File: config.mk
export PLATFORM = sky130hd
export DESIGN_NAME = multi_clock_divider
export DESIGN_NICKNAME = d
export VERILOG_FILES = /design/src/rtl/clk_div_pkg.sv /design/src/rtl/clk_div_channel.sv /design/src/rtl/multi_clock_divider.sv
export SDC_FILE = /design/constraint.sdc
export NUM_CORES = 1
export LEC_CHECK = 0
export CORE_UTILIZATION = 40
export DETAILED_ROUTE_END_ITERATION = 6
export GPL_TIMING_DRIVEN = 0
export SYNTH_ARGS = -nofsm -noshare
export SYNTH_HDL_FRONTEND = slang
export SYNTH_SLANG_ARGS = --single-unit
File: constraint.sdc
create_clock -name master_clk -period 5.3 [get_ports master_clk]
set_clock_uncertainty 0.05 [all_clocks]
set_input_delay 1.59 -clock master_clk [delete_from_list [all_inputs] [get_ports master_clk]]
set_output_delay 1.59 -clock master_clk [all_outputs]
set_load 0.1 [all_outputs]
File: src/rtl/clk_div_pkg.sv
// Shared types for the multi-channel clock divider.
package clk_div_pkg;

  // Default width of the divide-ratio and phase fields.
  localparam int DIV_W_DEF = 8;

  // Channel lifecycle.
  //   DISABLED : output held low.
  //   PENDING  : running on the old ratio while a new one waits for the wrap.
  //   RUN      : running on the current ratio.
  typedef enum logic [1:0] {
    DISABLED = 2'd0,
    PENDING  = 2'd1,
    RUN      = 2'd2
  } ch_state_e;

  // One channel configuration at the default field width.
  typedef struct packed {
    logic [DIV_W_DEF-1:0] div;
    logic [DIV_W_DEF-1:0] phase;
  } ch_cfg_t;

endpackage

File: src/rtl/clk_div_channel.sv
// One divider channel: counter, lifecycle FSM and registered outputs.
// A new ratio only takes effect at the wrap of the old one, or on sync_req,
// so the output never produces a runt pulse on reconfiguration.
module clk_div_channel
  import clk_div_pkg::*;
#(
  parameter int DIV_W = DIV_W_DEF
) (
  input  logic             clk,
  input  logic             rst_n,
  input  logic             cfg_we,
  input  logic [DIV_W-1:0] cfg_div,
  input  logic [DIV_W-1:0] cfg_phase,
  input  logic             sync_req,
  output logic             div_clk,
  output logic             tick,
  output logic             locked,
  output ch_state_e        state
);

  localparam logic [DIV_W-1:0] ONE = DIV_W'(1);
  localparam logic [DIV_W-1:0] TWO = DIV_W'(2);

  logic [DIV_W-1:0] cnt;
  logic [DIV_W-1:0] div;
  logic [DIV_W-1:0] phase;
  logic [DIV_W-1:0] pend_div;
  logic [DIV_W-1:0] pend_phase;
  logic [DIV_W-1:0] half;
  logic [DIV_W-1:0] app_div;
  logic [DIV_W-1:0] app_phase;
  logic             running;
  logic             wrap;
  logic             apply_now;
  logic             store_pend;

  // Counter status: low half of the period is cnt < div/2, wrap at div-1.
  always_comb begin
    half    = div >> 1;
    running = (state != DISABLED);
    wrap    = running && (cnt == div - ONE);
  end

  // Decide whether a configuration is applied this cycle and which one.
  // An incoming write is always the newest value, so it wins over pending.
  always_comb begin
    apply_now  = 1'b0;
    store_pend = 1'b0;
    app_div    = div;
    app_phase  = phase;
    case (state)
      DISABLED: begin
        if (cfg_we) begin
          apply_now = 1'b1;
          app_div   = cfg_div;
          app_phase = cfg_phase;
        end
      end
      PENDING: begin
        if (sync_req || wrap) begin
          apply_now = 1'b1;
          app_div   = cfg_we ? cfg_div   : pend_div;
          app_phase = cfg_we ? cfg_phase : pend_phase;
        end else if (cfg_we) begin
          store_pend = 1'b1;
        end
      end
      RUN: begin
        if (sync_req) begin
          apply_now = 1'b1;
          app_div   = cfg_we ? cfg_div   : div;
          app_phase = cfg_we ? cfg_phase : phase;
        end else if (cfg_we) begin
          store_pend = 1'b1;
        end
      end
      default: ;
    endcase
  end

  // Channel FSM, counter and registered outputs.
  always_ff @(posedge clk or negedge rst_n) begin
    if (!rst_n) begin
      state      <= DISABLED;
      cnt        <= '0;
      div        <= '0;
      phase      <= '0;
      pend_div   <= '0;
      pend_phase <= '0;
      div_clk    <= 1'b0;
      tick       <= 1'b0;
      locked     <= 1'b0;
    end else begin
      div_clk <= running && (cnt >= half);
      tick    <= running && (cnt == half);
      if (apply_now) begin
        div    <= app_div;
        phase  <= app_phase;
        locked <= 1'b0;
        if (app_div >= TWO) begin
          cnt   <= app_phase;
          state <= RUN;
        end else begin
          cnt   <= '0;
          state <= DISABLED;
        end
      end else begin
        if (running) begin
          cnt <= wrap ? '0 : cnt + ONE;
        end
        // Only a RUN wrap reaches here; a PENDING wrap always applies.
        if (wrap) begin
          locked <= 1'b1;
        end
        if (store_pend) begin
          pend_div   <= cfg_div;
          pend_phase <= cfg_phase;
          state      <= PENDING;
        end
      end
    end
  end

endmodule

File: src/rtl/multi_clock_divider.sv
// NUM_CH programmable clock dividers sharing one valid/ready config port.
// Handshake: a transfer happens on a cycle with cfg_valid && cfg_ready;
// cfg_ready is then low for exactly one cycle, and cfg_err pulses on the
// cycle after a transfer whose channel or phase is out of range.
module multi_clock_divider
  import clk_div_pkg::*;
#(
  parameter  int NUM_CH = 4,
  parameter  int DIV_W  = DIV_W_DEF,
  localparam int CH_W   = (NUM_CH > 1) ? $clog2(NUM_CH) : 1
) (
  input  logic                master_clk,
  input  logic                rst_n,
  input  logic                cfg_valid,
  output logic                cfg_ready,
  input  logic [CH_W-1:0]     cfg_ch,
  input  logic [DIV_W-1:0]    cfg_div,
  input  logic [DIV_W-1:0]    cfg_phase,
  output logic                cfg_err,
  input  logic                sync_req,
  output logic [NUM_CH-1:0]   div_clk,
  output logic [NUM_CH-1:0]   tick,
  output logic [NUM_CH-1:0]   locked,
  output logic [2*NUM_CH-1:0] state_dbg
);

  localparam logic [CH_W:0] CH_LIMIT = (CH_W + 1)'(NUM_CH);

  logic      xfer;
  logic      ch_bad;
  logic      phase_bad;
  logic      accept;
  ch_state_e ch_state [NUM_CH];

  // Request decode: a disabling ratio (N<2) accepts any phase.
  always_comb begin
    xfer      = cfg_valid && cfg_ready;
    ch_bad    = ({1'b0, cfg_ch} >= CH_LIMIT);
    phase_bad = (cfg_div >= DIV_W'(2)) && (cfg_phase >= cfg_div);
    accept    = xfer && !ch_bad && !phase_bad;
  end

  // Handshake and error pulse registers.
  always_ff @(posedge master_clk or negedge rst_n) begin
    if (!rst_n) begin
      cfg_ready <= 1'b1;
      cfg_err   <= 1'b0;
    end else begin
      cfg_ready <= !xfer;
      cfg_err   <= xfer && (ch_bad || phase_bad);
    end
  end

  for (genvar i = 0; i < NUM_CH; i++) begin : g_ch
    logic we;
    assign we = accept && (cfg_ch == CH_W'(i));

    clk_div_channel #(
      .DIV_W (DIV_W)
    ) u_ch (
      .clk       (master_clk),
      .rst_n     (rst_n),
      .cfg_we    (we),
      .cfg_div   (cfg_div),
      .cfg_phase (cfg_phase),
      .sync_req  (sync_req),
      .div_clk   (div_clk[i]),
      .tick      (tick[i]),
      .locked    (locked[i]),
      .state     (ch_state[i])
    );

    assign state_dbg[2*i +: 2] = ch_state[i];
  end

endmodule
## Word level (Yosys, flattened, before mapping)

Index checks and enable logic that the tools add are counted.

| cells by class | value |
|---|---|
| add/subtract/negate cells | 8 |
| order comparisons | 10 |
| eq/ne operators | 19 |
| mux-type cells | 101 |
| bitwise operators | 4 |
| reduce and logical (&&, ||, !) cells | 51 |

Operator list:

| kind | count |
|---|---|
| $mux 8 | 48 |
| $pmux 8 s3 | 8 |
| $ge 8x2->1 const B | 5 |
| $add 8x1->8 const B | 4 |
| $eq 8x7->1 | 4 |
| $eq 8x8->1 | 4 |
| $ge 8x7->1 | 4 |
| $reduce_bool 2->1 | 16 |
| $sub 8x1->8 const B | 4 |
| $mux 1 | 25 |
| $mux 2 | 12 |
| $logic_and 1x1->1 | 20 |
| $eq 2x2->1 const B | 6 |
| $pmux 1 s3 | 4 |
| $eq 2x1->1 const B | 5 |
| $logic_not 2->1 | 5 |
| $ge 8x8->1 | 1 |
| $pmux 1 s2 | 4 |
| $reduce_and 2->1 | 4 |
| $logic_or 1x1->1 | 4 |
| $not 1->1 | 4 |
| $logic_not 1->1 | 2 |

| storage, ports and cells | value |
|---|---|
| flip-flop bits (word level) | 182 |
| bits of input ports | 22 |
| output and inout bits | 22 |
| logic and storage cells | 231 |

## Logic depth before layout (Yosys ltp)

Gate-level depths: netlist of run 1.

| depth | value |
|---|---|
| word-level depth | 11 |
| gate-level depth with buffers | 17 |
| gate-level depth less buffers | 12 |

## Modules after synthesis

A second synthesis of run 1 with hierarchy kept.

| second synthesis, totals | value |
|---|---|
| cells, all modules | 1479 |
| area, all modules | 13317.8 um^2 |

By module, submodules not included:

| module | instances | cells each | area an instance (um^2) | sequential area each (um^2) |
|---|---|---|---|---|
| clk_div_channel (g_ch[0].u_ch ...) | 3 | 353 | 3234.4 | 1126.1 |
| clk_div_channel (g_ch[3].u_ch) | 1 | 379 | 3274.4 | 1126.1 |
| multi_clock_divider | 1 | 41 | 340.3 | 51.3 |

## Least setup slack after synthesis of run 1

OpenSTA, ideal clock, no wires.

| timing path | value |
|---|---|
| path kind | input port to flip-flop |
| from | in cfg_phase[0] |
| to | reg g_ch[2].u_ch.cnt[0] |
| data arrival time | 4.839 ns |
| required time | 5.126 ns |
| setup slack | 0.287 ns |
| cell stages on the path | 14 |
| buffers on the path | 2 |
| path through | clkbuf_1 > inv_1 > ha_1 > nand2b_1 > a2111o_1 > a32oi_1 > buf_2 > nand2_1 > a21o_1 > a32o_1 > a311oi_1 > a31oi_1 > or3_1 > o31a_1 |

| on the way | value |
|---|---|
| cells in the longest elaborated chain, start to end | 11 |
| elaborated cells on any way between the ends | 21 |

RTL lines:

| what | RTL line | text |
|---|---|---|
| start: declaration | multi_clock_divider.sv:18 | `input logic [DIV_W-1:0] cfg_phase,` |
| $ge 8x8->1 | multi_clock_divider.sv:39 | `phase_bad = (cfg_div >= DIV_W'(2)) && (cfg_phase >= cfg_div);` |
| $logic_and 1x1->1 | multi_clock_divider.sv:39 |  |
| $logic_not 1->1 | multi_clock_divider.sv:40 | `accept = xfer && !ch_bad && !phase_bad;` |
| $logic_and 1x1->1 | multi_clock_divider.sv:40 |  |
| $logic_and 1x1->1 | multi_clock_divider.sv:56 | `assign we = accept && (cfg_ch == CH_W'(i));` |
| $mux 8 (on tied branches) | clk_div_channel.sv:53, clk_div_channel.sv:71, clk_div_channel.sv:62 |  |
| $mux 8 (on tied branches) | clk_div_channel.sv:69, clk_div_channel.sv:60 |  |
| $pmux 8 s3 | clk_div_channel.sv:51 | `case (state)` |
| $ge 8x2->1 | clk_div_channel.sv:100 | `if (app_div >= TWO) begin` |
| $mux 8 | clk_div_channel.sv:100 |  |
| $mux 8 | clk_div_channel.sv:96 | `if (apply_now) begin` |
| end signal: assignment | clk_div_channel.sv:101 | `cnt <= app_phase;` |
| end signal: assignment | clk_div_channel.sv:109 | `cnt <= wrap ? '0 : cnt + ONE;` |
| end: declaration | clk_div_channel.sv:24 | `logic [DIV_W-1:0] cnt;` |

Parallel ways exist; a longest one is shown, timed or not.
A chain may end at the register's enable or synchronous reset.

## Worst setup path after layout of run 1

| timing path | value |
|---|---|
| from | in cfg_div[7] |
| to | reg g_ch[3].u_ch.cnt[7] |

| on the way | value |
|---|---|
| cells in the longest elaborated chain, start to end | 11 |
| elaborated cells on any way between the ends | 22 |

RTL lines:

| what | RTL line | text |
|---|---|---|
| start: declaration | multi_clock_divider.sv:17 | `input logic [DIV_W-1:0] cfg_div,` |
| $ge 8x2->1 or $ge 8x8->1 (tied branches) | multi_clock_divider.sv:39 |  |
| $logic_and 1x1->1 | multi_clock_divider.sv:39 |  |
| $logic_not 1->1 | multi_clock_divider.sv:40 |  |
| $logic_and 1x1->1 | multi_clock_divider.sv:40 |  |
| $logic_and 1x1->1 | multi_clock_divider.sv:56 |  |
| $mux 8 (on tied branches) | clk_div_channel.sv:53, clk_div_channel.sv:71, clk_div_channel.sv:62 |  |
| $mux 8 (on tied branches) | clk_div_channel.sv:69, clk_div_channel.sv:60 |  |
| $pmux 8 s3 | clk_div_channel.sv:51 |  |
| $ge 8x2->1 | clk_div_channel.sv:100 |  |
| $mux 8 | clk_div_channel.sv:100 |  |
| $mux 8 | clk_div_channel.sv:96 |  |
| end signal: assignment | clk_div_channel.sv:101 |  |
| end signal: assignment | clk_div_channel.sv:109 |  |
| end: declaration | clk_div_channel.sv:24 |  |

Parallel ways exist; a longest one is shown, timed or not.

==> flow_metrics.tcl, run 1 <==
set metrics [dict create \
    hold_viol 0 \
    rsz0062_at_grt "no" \
    cts_buffer_depth 2 \
    grt.overflow.total 0 \
    place.gp.congestion 0.895 \
    clock-root-buffer "clkbuf_16" \
    nets 1709 \
    routedWlPerCell_um 20.3 \
    fmax_ghz 0.192 \
    cpPeakStageDelay_ns 0.54 \
    wl_um 42400 \
    maxSlewViolCount 0 \
    yosys.area.top_type "dfrtp_1" \
    syn_avg_cell_area_um2 8.40 \
    drc 0 \
    start_kind "input port" \
    crit_type "input port to flop" \
    drv_cap 0 \
    cts_tree "done" \
    area_delta_synth_final_pct 13.5 \
    finalCriticalPeriod_ns 5.21 \
    clkPwrFrac_pct 15.6 \
    synth-edff-count 0 \
    n_fill_cell 3240 \
    synth-seq-cells 182 \
    vias 12600 \
    diodes 0 \
    grt_pass1_wl_um 66700 \
    ys_seq_area_share_pct 34.6 \
    worstHoldStart "g_ch[0].u_ch.pend_div[1]" \
    yosysMostFrequentCell "nand2_1" \
    synth_common_cells "nand2_1 (198), dfrtp_1 (181), o21ai_0 (121), nor2_1 (118), a21oi_1 (91)" \
    regArea_um2 4560 \
    cts_max_level 4 \
    ys_types 83 \
    clkTransAtPathRegs_ns 0.08 \
    relSlewSlack_pct 34.4 \
    antenna_left 0 \
    antenna_found_initial 0 \
    synthCells 1566 \
    setup.worst_path.end_class "flop" \
    crit_fanout 10 \
    peakVddDrop_mv 0.309 \
    min_to "g_ch[0].u_ch.pend_div[1]" \
    fin_ws_ns 0.0876 \
    numPortBuffers 36 \
    period_share_pct 98.3 \
    dp_hpwl_um 30200 \
    pwr_density_cell_nw_per_um2 554 \
    syn_nets 1648 \
    crit_chain "clkdlybuf4s50_1 > clkbuf_8 > inv_1 > ha_1 > a41oi_1 > o21ai_0 > a32o_2 > or2_2 > clkbuf_1 > o2bb2ai_1 > o21bai_2 > a2bb2oi_2 > nand4_1 > o31ai_4 > buf_12 > o22ai_1" \
    viasPerCell 6.04 \
    rr_worst_depth 12 \
    rr_startpoint "g_ch[0].u_ch.state[1]" \
    setup_viol 0 \
    drive_above_1_share_pct 12.3 \
    initial_core_util_pct 40.5 \
    combPwrFrac_pct 54.3 \
    dieArea_um2 33600 \
    grt_pass1_vias 11600 \
    pwr-share-seq_pct 30.1 \
    synth_top_area_share_pct 34.4 \
    arrival_ns 5.48 \
    cts_hold_buf 0 \
    yosys_warnings 0 \
    grt_usage_pct 25.4 \
    p_leak_nw 6.31 \
    clk_latency_ns 0.46 \
    io_pins 44 \
    required_ns 5.57 \
    cts_buffers 17 \
    hold_class "flop to flop" \
    outcome "completed" \
    fp.dieW_um 183 \
    grt_max_degree 116 \
    p_sw_mw 3.94 \
    internal_power_mw 4.33 \
    place_worst_setup_slack_ns -1.38 \
    reg2reg_to "g_ch[0].u_ch.cnt[2]" \
    first_pass_iters 7 \
    synthTopCellsByArea "dfrtp_1 (34%), ha_1 (5.7%), nand2_1 (5.6%)" \
    crit_slowest_cell "clkdlybuf4s50_1" \
    core_um2 32500 \
    utilization_pct 46.0 \
    clock-sinks 182 \
    drt_iter0_markers 1204 \
    tightest_slew_ns 0.981 \
    rows 66 \
    synthArstFlopShare_pct 100 \
    netlist_area_um2 13200 \
    die_h_um 183 \
    synth_ff_type "dfrtp_1" \
    multi_input_area_um2 7850 \
    hold_path_depth 2 \
    swShare_pct 47.6 \
    reg2reg_slack_ns 0.83 \
]
[layer usage]
metal / part of all wire (%) / up-vias / track usage [%]
li1: - / 5871 / -
met1: 47 / 6125 / 36.2
met2: 45 / 496 / 39.3
met3: 5.7 / 77 / 3.16
met4: 2.8 / 0 / 9.07
met5: 0 / - / 0
[logic make-up after synthesis]
logic type,count (synthesis),synth area share (%)
muxes,82,6.86
buffers and inverters,199,6.91
and+or+nand+nor,529,18.7
xor gates and xnor gates,36,2.40
adders and majority gates,60,5.71
AOI/OAI and AO/OA,478,24.8
DFF,182,34.6
[sequential cells by signal, indices dropped and copies added (netlist names), 4 cells and up]
name	count
g_ch.u_ch.cnt	32
g_ch.u_ch.div	32
g_ch.u_ch.div_clk	4
g_ch.u_ch.locked	4
g_ch.u_ch.pend_div	32
g_ch.u_ch.pend_phase	32
g_ch.u_ch.phase	32
g_ch.u_ch.state	8
g_ch.u_ch.tick	4
[metrics by stage]
stage	TNS [ns]	total power [mW]	area (um2)	hold WS [ns]	std cells
after CTS	0	8.17	14800	0.433	2077
after global placement	-1085.46	6.67	14100	0.405	2044
after global routing	0	8.91	14900	0.477	2082
after detailed placement	-145.70	6.76	14100	0.416	2045
after floorplan	0	5.64	13200	0.392	1566
final	0	8.27	14900	0.428	2082
[critical path: cells and delay by family]
kind	cells	cell delay [ns]
AOI/OAI and AO/OA	8	1.80
adders and majority gates	1	0.34
buffers and inverters	5	1.22
and+or+nand+nor	2	0.51
[area by class of cell]
cell class | instances | share of cell area, %
buffer | 124 | 4.37
clock inverter | 15 | 1.04
sequential | 182 | 30.5
tap | 442 | 3.70
inverter | 72 | 1.81
multi-input combinational | 1186 | 52.6
timing repair buffer | 44 | 3.15
clock buffer | 17 | 2.85
[cells in the final DEF, fill, tap and decap left out, drive strengths merged, types with 10 or more instances in the layout]
cell type      count
a311oi            16
nand3             44
clkdlybuf4s50     35
nor2b             11
nand4             16
o21ai            125
a211oi            28
nand2b            16
and2              12
nand2            198
buf               53
nor3              45
clkbuf            97
a21oi             92
o22ai             13
xor2              17
inv               78
dfrtp            181
nor2             119
o211a             10
a222oi            11
and3              23
a221oi            15
a32oi             12
a2111oi           10
o211ai            17
xnor2             19
a31oi             31
mux2i             17
a21o              16
nor4              11
mux2              65
ha                60
[worst max path at each step]
stage | startpoint | to | slack, ns | cells after the start
2_1_floorplan | cfg_phase[0] | g_ch[2].u_ch.cnt[0] | 0.29 | 14
4_1_cts | cfg_div[7] | g_ch[0].u_ch.cnt[2] | 0.06 | 16
5_1_grt | cfg_div[7] | g_ch[3].u_ch.cnt[6] | 0.008 | 16
3_5_place_dp | cfg_div[7] | g_ch[2].u_ch.cnt[5] | -1.38 | 15
3_3_place_gp | rst_n | g_ch[2].u_ch.cnt[4] | -5.25 | 1
6_report | cfg_div[7] | g_ch[3].u_ch.cnt[7] | 0.09 | 16
[power by group through the flow]
stage	clock, mW	sequential, mW	combinational, mW
6_report	1.29	2.49	4.49
5_1_grt	1.38	2.56	4.98
4_1_cts	1.31	2.48	4.38
3_5_place_dp	0	2.49	4.27
3_3_place_gp	0	2.48	4.19
2_1_floorplan	0	2.44	3.20
[what timing repair did]
action,CTS,global route
cloned,0,1
gates resized for setup,24,26
endpoints found under the hold margin,0,0
pin swaps,2,4
setup endpoints to repair,148,60
buffers inserted,2,5
No activity file was read; power rests on OpenSTA's default activity.
==> run 2, diff against run 1 <==
--- a/config.mk
+++ b/config.mk
@@ -5,7 +5,7 @@
 export SDC_FILE = /design/constraint.sdc
 export NUM_CORES = 1
 export LEC_CHECK = 0
-export CORE_UTILIZATION = 40
+export CORE_UTILIZATION = 27
 export DETAILED_ROUTE_END_ITERATION = 6
 export GPL_TIMING_DRIVEN = 0
 export SYNTH_ARGS = -nofsm -noshare
==> constraint.sdc (replaced) <==
create_clock -name master_clk -period 5 [get_ports master_clk]
set_clock_uncertainty 0.05 [all_clocks]
set_input_delay 1.5 -clock master_clk [delete_from_list [all_inputs] [get_ports master_clk]]
set_output_delay 1.5 -clock master_clk [all_outputs]
set_load 0.1 [all_outputs]
==> flow_metrics.tcl, run 2 (synthesized netlist as in run 1, its figures left out) <==
set metrics [dict create \
    viasPerCell 5.66 \
    maxSlewViolCount 0 \
    rr_startpoint "g_ch[0].u_ch.state[1]" \
    required_ns 5.27 \
    start_kind "input port" \
    peakVddDrop_mv 0.238 \
    drive_above_1_share_pct 13.1 \
    diodes 0 \
    p_leak_nw 6.42 \
    startpoint "cfg_phase[0]" \
    period_share_pct 98.1 \
    drt_iter0_markers 1157 \
    finalCriticalPeriod_ns 4.91 \
    io_pins 44 \
    layout_commonest_cell "nand2_1" \
    grt.overflow.total 0 \
    final_cell_mix "nand2_1 (197), dfrtp_1 (181), o21ai_0 (119)" \
    die_h_um 223 \
    pwr_density_cell_nw_per_um2 589 \
    dieArea_um2 49600 \
    hold_viol 0 \
    rsz0062_at_grt "no" \
    drc 0 \
    dpl_cell_area_um2 14300 \
    nets 1714 \
    antenna_left 0 \
    initial_core_util_pct 27.4 \
    crit_type "input port to flop" \
    vias 12800 \
    rr_worst_depth 13 \
    setup_viol 0 \
    crit_path_end "g_ch[3].u_ch.cnt[7]" \
    multi_input_area_um2 7920 \
    first_pass_iters 7 \
    numPortBuffers 36 \
    n_fill_cell 4947 \
    antenna_found_initial 0 \
    drv_cap 0 \
    reg2reg_slack_ns 0.70 \
    place.gp.congestion 0.886 \
    cts_buffers 17 \
    routedWlPerCell_um 19.7 \
    grt_pass1_vias 12000 \
    cts_buffer_depth 2 \
    fp.dieW_um 223 \
    fin_ws_ns 0.0946 \
    rows 80 \
    clock-root-buffer "clkbuf_16" \
    area_delta_synth_final_pct 16.5 \
    dp_hpwl_um 32000 \
    regArea_um2 4560 \
    place_worst_setup_slack_ns -1.59 \
    grt_pass1_wl_um 69800 \
    crit_fanout 10 \
    tightest_slew_ns 1.01 \
    reg2reg_to "g_ch[0].u_ch.pend_phase[6]" \
    cts_tree "done" \
    wl_um 44600 \
    clock-sinks 182 \
    hold_class "flop to flop" \
    fin_area_um2 15300 \
    core_um2 47900 \
    relSlewSlack_pct 32.7 \
    fmax_ghz 0.204 \
    setup.worst_path.end_class "flop" \
    grt_max_degree 104 \
    clk_latency_ns 0.45 \
    clkTransAtPathRegs_ns 0.07 \
    grt_usage_pct 17.7 \
    outcome "completed" \
    arrival_ns 5.17 \
    cts_max_level 4 \
]
[run 2: cell count changes in the layout (fill, tap and decap cells not counted), moves of 3 or more]
cell | previous run | this run
dlymetal6s2s_1 | 0 | 3
bufinv_16 | 0 | 4
inv_6 | 4 | 7
inv_8 | 5 | 1
clkinv_4 | 3 | 0
clkdlybuf4s50_1 | 35 | 30
buf_4 | 20 | 27
[run 2: power breakdown]
group          switching [mW]  total [mW]  internal (mW)
registers               0.598        2.63           2.04
clock network           0.671        1.52          0.852
logic                    2.94        4.86           1.92
[run 2: area by class of cell]
type	instances	share of cell area [%]
well taps	615	5.02
multi-input cells	1186	51.7
plain buffers	124	4.30
repair buffers	49	3.35
inverters	72	1.76
clock buffers	17	2.78
clock inverters	15	1.39
flip-flops and latches	182	29.7
[run 2: worst min-delay path by stage]
stage / depth (start not counted) / endpoint / slack [ns] / from
2_1_floorplan: 2 / g_ch[0].u_ch.pend_div[1] / 0.39 / g_ch[0].u_ch.pend_div[1]
3_3_place_gp: 2 / g_ch[0].u_ch.pend_div[1] / 0.41 / g_ch[0].u_ch.pend_div[1]
3_5_place_dp: 2 / g_ch[0].u_ch.pend_div[1] / 0.41 / g_ch[0].u_ch.pend_div[1]
4_1_cts: 2 / g_ch[0].u_ch.pend_div[1] / 0.43 / g_ch[0].u_ch.pend_div[1]
5_1_grt: 2 / g_ch[0].u_ch.pend_div[1] / 0.44 / g_ch[0].u_ch.pend_div[1]
6_report: 2 / g_ch[0].u_ch.pend_div[1] / 0.43 / g_ch[0].u_ch.pend_div[1]
[run 2: worst max-delay path, cell delays in order]
cell and delay (ns):
clkbuf_2 0.28, inv_1 0.20, ha_1 0.31, nand2b_1 0.14
a2111o_1 0.45, a32o_2 0.37, or2_2 0.31, clkbuf_1 0.20
o2bb2ai_2 0.21, o21bai_2 0.28, a2bb2oi_2 0.22, nand4_1 0.17
o31ai_4 0.27, buf_12 0.16, o22ai_1 0.09
[run 2: per-layer routing]
metal	track usage, %	wire, um	vias to the layer above
li1	-	-	5875
met1	24.3	20100	6306
met2	28.4	20700	537
met3	2.27	2690	73
met4	6.07	1140	0
met5	0	0	-
[run 2: through the flow]
stage / instances / TNS [ns] / util [%] / power (mW) / hold WS, ns
floorplan: 1566 / 0 / - / 5.97 / 0.392
global placement: 2217 / -1175.76 / 29.8 / 7.07 / 0.409
detailed placement: 2218 / -193.71 / 29.9 / 7.21 / 0.415
CTS: 2258 / 0 / 31.7 / 8.92 / 0.431
global route: 2260 / 0 / 32.0 / 9.67 / 0.442
finish: 2260 / 0 / 32.0 / 9.02 / 0.427
[run 2: repair_timing]
item                                    CTS  global route
endpoints found under the setup margin  168            56
resized for setup                        45            23
pin swaps                                 9             6
buffers inserted                          9             3
hold buffers                              0             0
cloned                                    1             0
==> edit 1 (flow settings as in run 2) <==
The output `cfg_err` loses its register stage (`cfg_err` becomes a continuous assignment). Comments in the files are not updated.
--- a/src/rtl/multi_clock_divider.sv
+++ b/src/rtl/multi_clock_divider.sv
@@ -44,12 +44,12 @@
   always_ff @(posedge master_clk or negedge rst_n) begin
     if (!rst_n) begin
       cfg_ready <= 1'b1;
-      cfg_err   <= 1'b0;
     end else begin
       cfg_ready <= !xfer;
-      cfg_err   <= xfer && (ch_bad || phase_bad);
     end
   end
+
+  assign cfg_err = xfer && (ch_bad || phase_bad);
 
   for (genvar i = 0; i < NUM_CH; i++) begin : g_ch
     logic we;
Behaviour: not the same (a bounded check fails within 4 cycles, from zero or initial values and one cycle with rst_n low).
==> edit 1 against run 2 <==
- core utilization down 0.41 points
- via count decreased by 1.3%
- total power is 2.9% lower
- clock power down 7%
- wire length fell by 3.2%
- sequential cell count decreased by 1
- die area fell by 0.19%
- setup slack got worse by 0.034 ns
- worst hold slack improved by 0.0063 ns
- cell area decreased by 1.5%
- area after synthesis down 0.19%
- critical path type is now primary input to output port
- critical endpoint is now cfg_err
- largest power group unchanged
==> edit 1: results (changes against run 2) <==
[status]
status=completed

[placed_design]
dp.cells=2217  ; -0.045%
hpwlAfterDp_um=31600  ; -1.0%
place_congestion=0.902  ; +1.7%

[synth]
synthTopCellsByCount=198 x nand2_1, 180 x dfrtp_1, 121 x o21ai_0
synth_area_per_cell_sq_um=8.39  ; -0.13%
synth_xor_xnor_area_share_pct=2.40  ; +0.0046 points
synth_compound_area_share_pct=24.8  ; +0.047 points
yosysSeqAreaShare_pct=34.5  ; -0.12 points
synth_fa_ha_area_share_pct=5.72  ; +0.011 points
synth_area_leaders=dfrtp_1 34%, ha_1 5.7%, nand2_1 5.7%
synthMuxAreaShare_pct=6.87  ; +0.013 points

[route]
first_iter_violations=1339  ; +16%
routed_wl_um=43200  ; -3.2%
viasPerCell=5.60  ; -1.0%
dr.pass1.iters=6  ; -1

[sta]
timing.fmax_mhz=202  ; -0.69%
slew_headroom_pct=33.4  ; +0.74 points

[critical_path]
critPathTopFamily=buffers and inverters
r2r_cells=15  ; +2
crit_fanout=5  ; -5
r2r_end=g_ch[1].u_ch.state[1]
reg2reg_slack_ns=0.67  ; -0.03 ns
setup.worst_path.start=cfg_phase[1]
arrival_ns=3.39  ; -1.78 ns
critPathCapture=cfg_err

[cells_and_area]
final_cells=2255  ; -0.22%
drive_gt1_share_pct=12.1  ; -1.1 points
fin_nets=1710  ; -0.23%
fillerInstances=4986  ; +0.79%

[global_routing]
grt_max_degree=120  ; +15%
grt_usage_pct=17.6  ; -0.070 points
grt_pass1_wl_um=69400  ; -0.51%
grt_pass1_vias=12115  ; +0.69%

[pwr]
p_leak_nw=6.32  ; -1.5%

-- edit 1: cell types whose count changed in the layout (fill, tap and decap cells not counted), sizes merged --
cell           delta
dfrtp             -1
clkbuf            +6
inv               -5
clkinvlp          +2
bufinv            -2
clkdlybuf4s50     -4
dlygate4sd2       +3
clkinv            +2
clkdlybuf4s15     +2
buf               -6
dlymetal6s2s      -1
o221a             -1
-- edit 1: area by class of cell --
type	instances	area (sq um)	share of cell area [%]
inverter	72	274	1.82
buffer	124	669	4.44
clock buffer	19	453	3.00
multi-input combinational	1185	7760	51.4
sequential	181	4530	30.0
timing repair buffer	47	488	3.23
clock inverter	12	144	0.953
tap	615	769	5.10
-- edit 1: layer usage --
metal	vias up	GRT usage (%)	wire, um
met4	4	6.72	1340
met5	-	0	28
met1	6161	24.1	19500
li1	5855	-	-
met3	100	2.31	2500
met2	509	28.0	19800
-- edit 1: power by group --
| group | leakage (nW) | switching [mW] | internal, mW |
|---|---|---|---|
| logic | 3.73 | 2.85 | 1.86 |
| registers | 2.30 | 0.598 | 2.03 |
| clock network | 0.283 | 0.649 | 0.769 |
-- edit 1: tightest hold or removal path, delay by kind of cell (launching register included) --
family | cells | cell delay (ns)
DFF | 1 | 0.34
AOI/OAI and AO/OA | 1 | 0.06
and+or+nand+nor | 1 | 0.04
-- edit 1: per-stage QoR --
stage / hold WS [ns] / area (sq um)
after global routing: 0.463 / 15100
final: 0.433 / 15100
after CTS: 0.437 / 15000
after floorplan: 0.392 / 13100
after detailed placement: 0.421 / 14300
after global placement: 0.409 / 14300
-- edit 1: timing repair --
item                       in CTS  in global routing
pin swaps                       2                  4
setup buffers                   3                  6
gates resized for setup        36                 22
cloned                          1                  0
setup endpoints to repair     168                 73
==> edit 2 (flow settings as in run 2) <==
Made on the original files. The package constant `DIV_W_DEF` goes from 8 to 6.
--- a/src/rtl/clk_div_pkg.sv
+++ b/src/rtl/clk_div_pkg.sv
@@ -2,7 +2,7 @@
 package clk_div_pkg;
 
   // Default width of the divide-ratio and phase fields.
-  localparam int DIV_W_DEF = 8;
+  localparam int DIV_W_DEF = 6;
 
   // Channel lifecycle.
   //   DISABLED : output held low.
Ports: changed (resized cfg_div and cfg_phase); port bits go from 44 to 40. No check against the original RTL was run, so the function may have changed too.
==> edit 2 against run 2 <==
- wire length down 23%
- largest power group unchanged
- count of clock-buffer cells in the layout increased by 2
- cell area fell by 19%
- clock power shrank 8%
- sequential cell count down 40
- core utilization grew 0.86 points
- total power is 25% lower
- cell count fell by 21%
- non-clock buffer count fell by 53
- critical path depth shrank 3
- setup slack worse by 0.0031 ns
- area after synthesis shrank 20%
- worst hold slack improved by 0.0041 ns
==> edit 2: results (changes against run 2) <==
[pwr]
switching_power_mw=3.04  ; -28%
pg_seq_mw=2.05  ; -22%
p_leak_nw=5.19  ; -19%
vdd_drop_max_mv=0.284  ; +19%
combPwrFrac_pct=49.2  ; -4.7 points

[global_routing]
grt_pass1_wl_um=54500  ; -22%
grt_max_degree=78  ; -25%
grt_usage_pct=17.5  ; -0.12 points
grt_pass1_vias=9867  ; -18%
antenna_found_initial=1  ; +1

[placed_design]
port_buffers=37  ; +2.8%
dp_slack_ns=-1.43  ; +0.164 ns
hpwlAfterDp_um=24300  ; -24%
place_area_sq_um=11500  ; -20%
place_congestion=0.913  ; +3.0%

[critical_path]
reg2reg_from=g_ch[1].u_ch.div[1]
r2r_end=g_ch[1].u_ch.state[1]
crit_fanout=10  ; unchanged
slowest_delay_ns=0.53  ; +0.08 ns
arrival_ns=5.19  ; +0.02 ns
r2r_cells=9  ; -4
cp_slowest_cell=clkdlybuf4s50_1
setup.worst_path.start=cfg_phase[0]
reg2reg_slack_ns=1.42  ; +0.72 ns

[sta]
hold_slack_ns=0.431  ; +0.00406 ns
tightestPinTransition_ns=1.08  ; +0.0768 ns

[synth]
synth_area_leaders=dfrtp_1 34%, ha_1 6.0%, mux2_2 5.2%
ys_types=84  ; +1.2%
synthArstFlopShare_pct=100  ; unchanged
yosysSeqAreaShare_pct=34.0  ; -0.65 points
syn_nets=1272  ; -23%
synthTopCellsByCount=141 x dfrtp_1, 99 x nand2_1, 87 x nor2_1

[route]
dr.pass1.iters=7  ; unchanged
top_layer=met5
routed_wl_um=34300  ; -23%
first_iter_violations=838  ; -28%
route.met2.wl_um=15700  ; -24%
num_vias=10150  ; -21%
wl_met1_um=15300  ; -24%
met3WireLength_um=2240  ; -17%

[cells_and_area]
fillerInstances=3969  ; -20%
drive_gt1_share_pct=13.8  ; +0.65 points

[min_path]
hold_path_end=g_ch[1].u_ch.pend_div[2]
min-delay-start=g_ch[1].u_ch.pend_div[2]
hold_class=flop to flop

[status]
status=completed

[clocking]
clk_latency_ns=0.45  ; about the same
cts_max_path_buffers=2  ; unchanged
root_buffer=clkbuf_16
cts_buffers=17  ; unchanged

[edit 2: cell count changes after synthesis, sizes merged, moves of 11 or more]
| cell | change |
|---|---|
| nand2 | -99 |
| dfrtp | -40 |
| o21ai | -37 |
| nor2 | -31 |
| clkbuf | -26 |
| a211oi | +22 |
| buf | -21 |
| mux2i | +20 |
| mux2 | -17 |
| and3 | -16 |
| a21oi | -14 |
| nand4 | -13 |
| a21boi | +12 |
| nor3 | -11 |
[edit 2: logic make-up after synthesis]
logic type | count (synthesis) | synth area share, %
AO/OA/AOI/OAI | 415 | 27.2
AND/OR/NAND/NOR | 344 | 16.3
buffers and inverters | 142 | 5.63
flip-flops | 142 | 34.0
multiplexers | 85 | 8.71
adder cells (fa/ha/maj) | 50 | 5.98
XOR/XNOR | 26 | 2.18
[edit 2: final cells by class]
| class | count | area, sq um | area share (%) |
|---|---|---|---|
| tap | 511 | 639 | 5.14 |
| inverter | 62 | 233 | 1.87 |
| sequential | 142 | 3550 | 28.6 |
| buffer | 76 | 355 | 2.85 |
| multi-input combinational | 921 | 6600 | 53.0 |
| antenna | 1 | 2.50 | 0.0201 |
| timing repair buffer | 44 | 447 | 3.59 |
| clock inverter | 13 | 176 | 1.42 |
| clock buffer | 19 | 443 | 3.56 |
[edit 2: per-layer routing]
layer	vias up	track usage, %
li1	4650	-
met1	5018	23.6
met2	406	27.9
met3	74	2.90
met4	2	6.81
met5	-	0
[edit 2: worst max path at each step]
stage | to | slack (ns) | cells after the start
5_1_grt | g_ch[0].u_ch.cnt[0] | -0.04 | 12
2_1_floorplan | g_ch[0].u_ch.cnt[0] | 0.31 | 13
6_report | g_ch[0].u_ch.cnt[2] | 0.09 | 12
3_3_place_gp | g_ch[3].u_ch.phase[1] | -3.68 | 1
4_1_cts | g_ch[3].u_ch.phase[4] | 0.01 | 13
3_5_place_dp | g_ch[2].u_ch.cnt[4] | -1.43 | 14
[edit 2: per-stage QoR]
step | power, mW | TNS, ns | cells
after detailed placement | 5.23 | -133.81 | 1753
after global placement | 5.14 | -651.13 | 1752
after floorplan | 4.39 | 0 | 1204
final | 6.78 | 0 | 1789
after CTS | 6.71 | 0 | 1786
after global routing | 7.24 | -0.155 | 1788
[edit 2: repair_timing]
action	in CTS	in global routing
hold buffers	0	0
hold endpoints to repair	0	0
gates resized for setup	43	28
buffers inserted	4	2
pin swaps	4	2
endpoints found under the setup margin	131	112
cloned	0	1
[edit 2: worst reg2reg max path, stage by stage (launching register included)]
cell      delay (ns)
dfrtp_1         0.49
inv_1           0.11
ha_1            0.22
xor2_1          0.20
o31ai_1         0.92
a211oi_1        0.34
a211oi_1        0.28
o21ai_0         0.23
nor4_4          0.44
a31oi_1         0.17
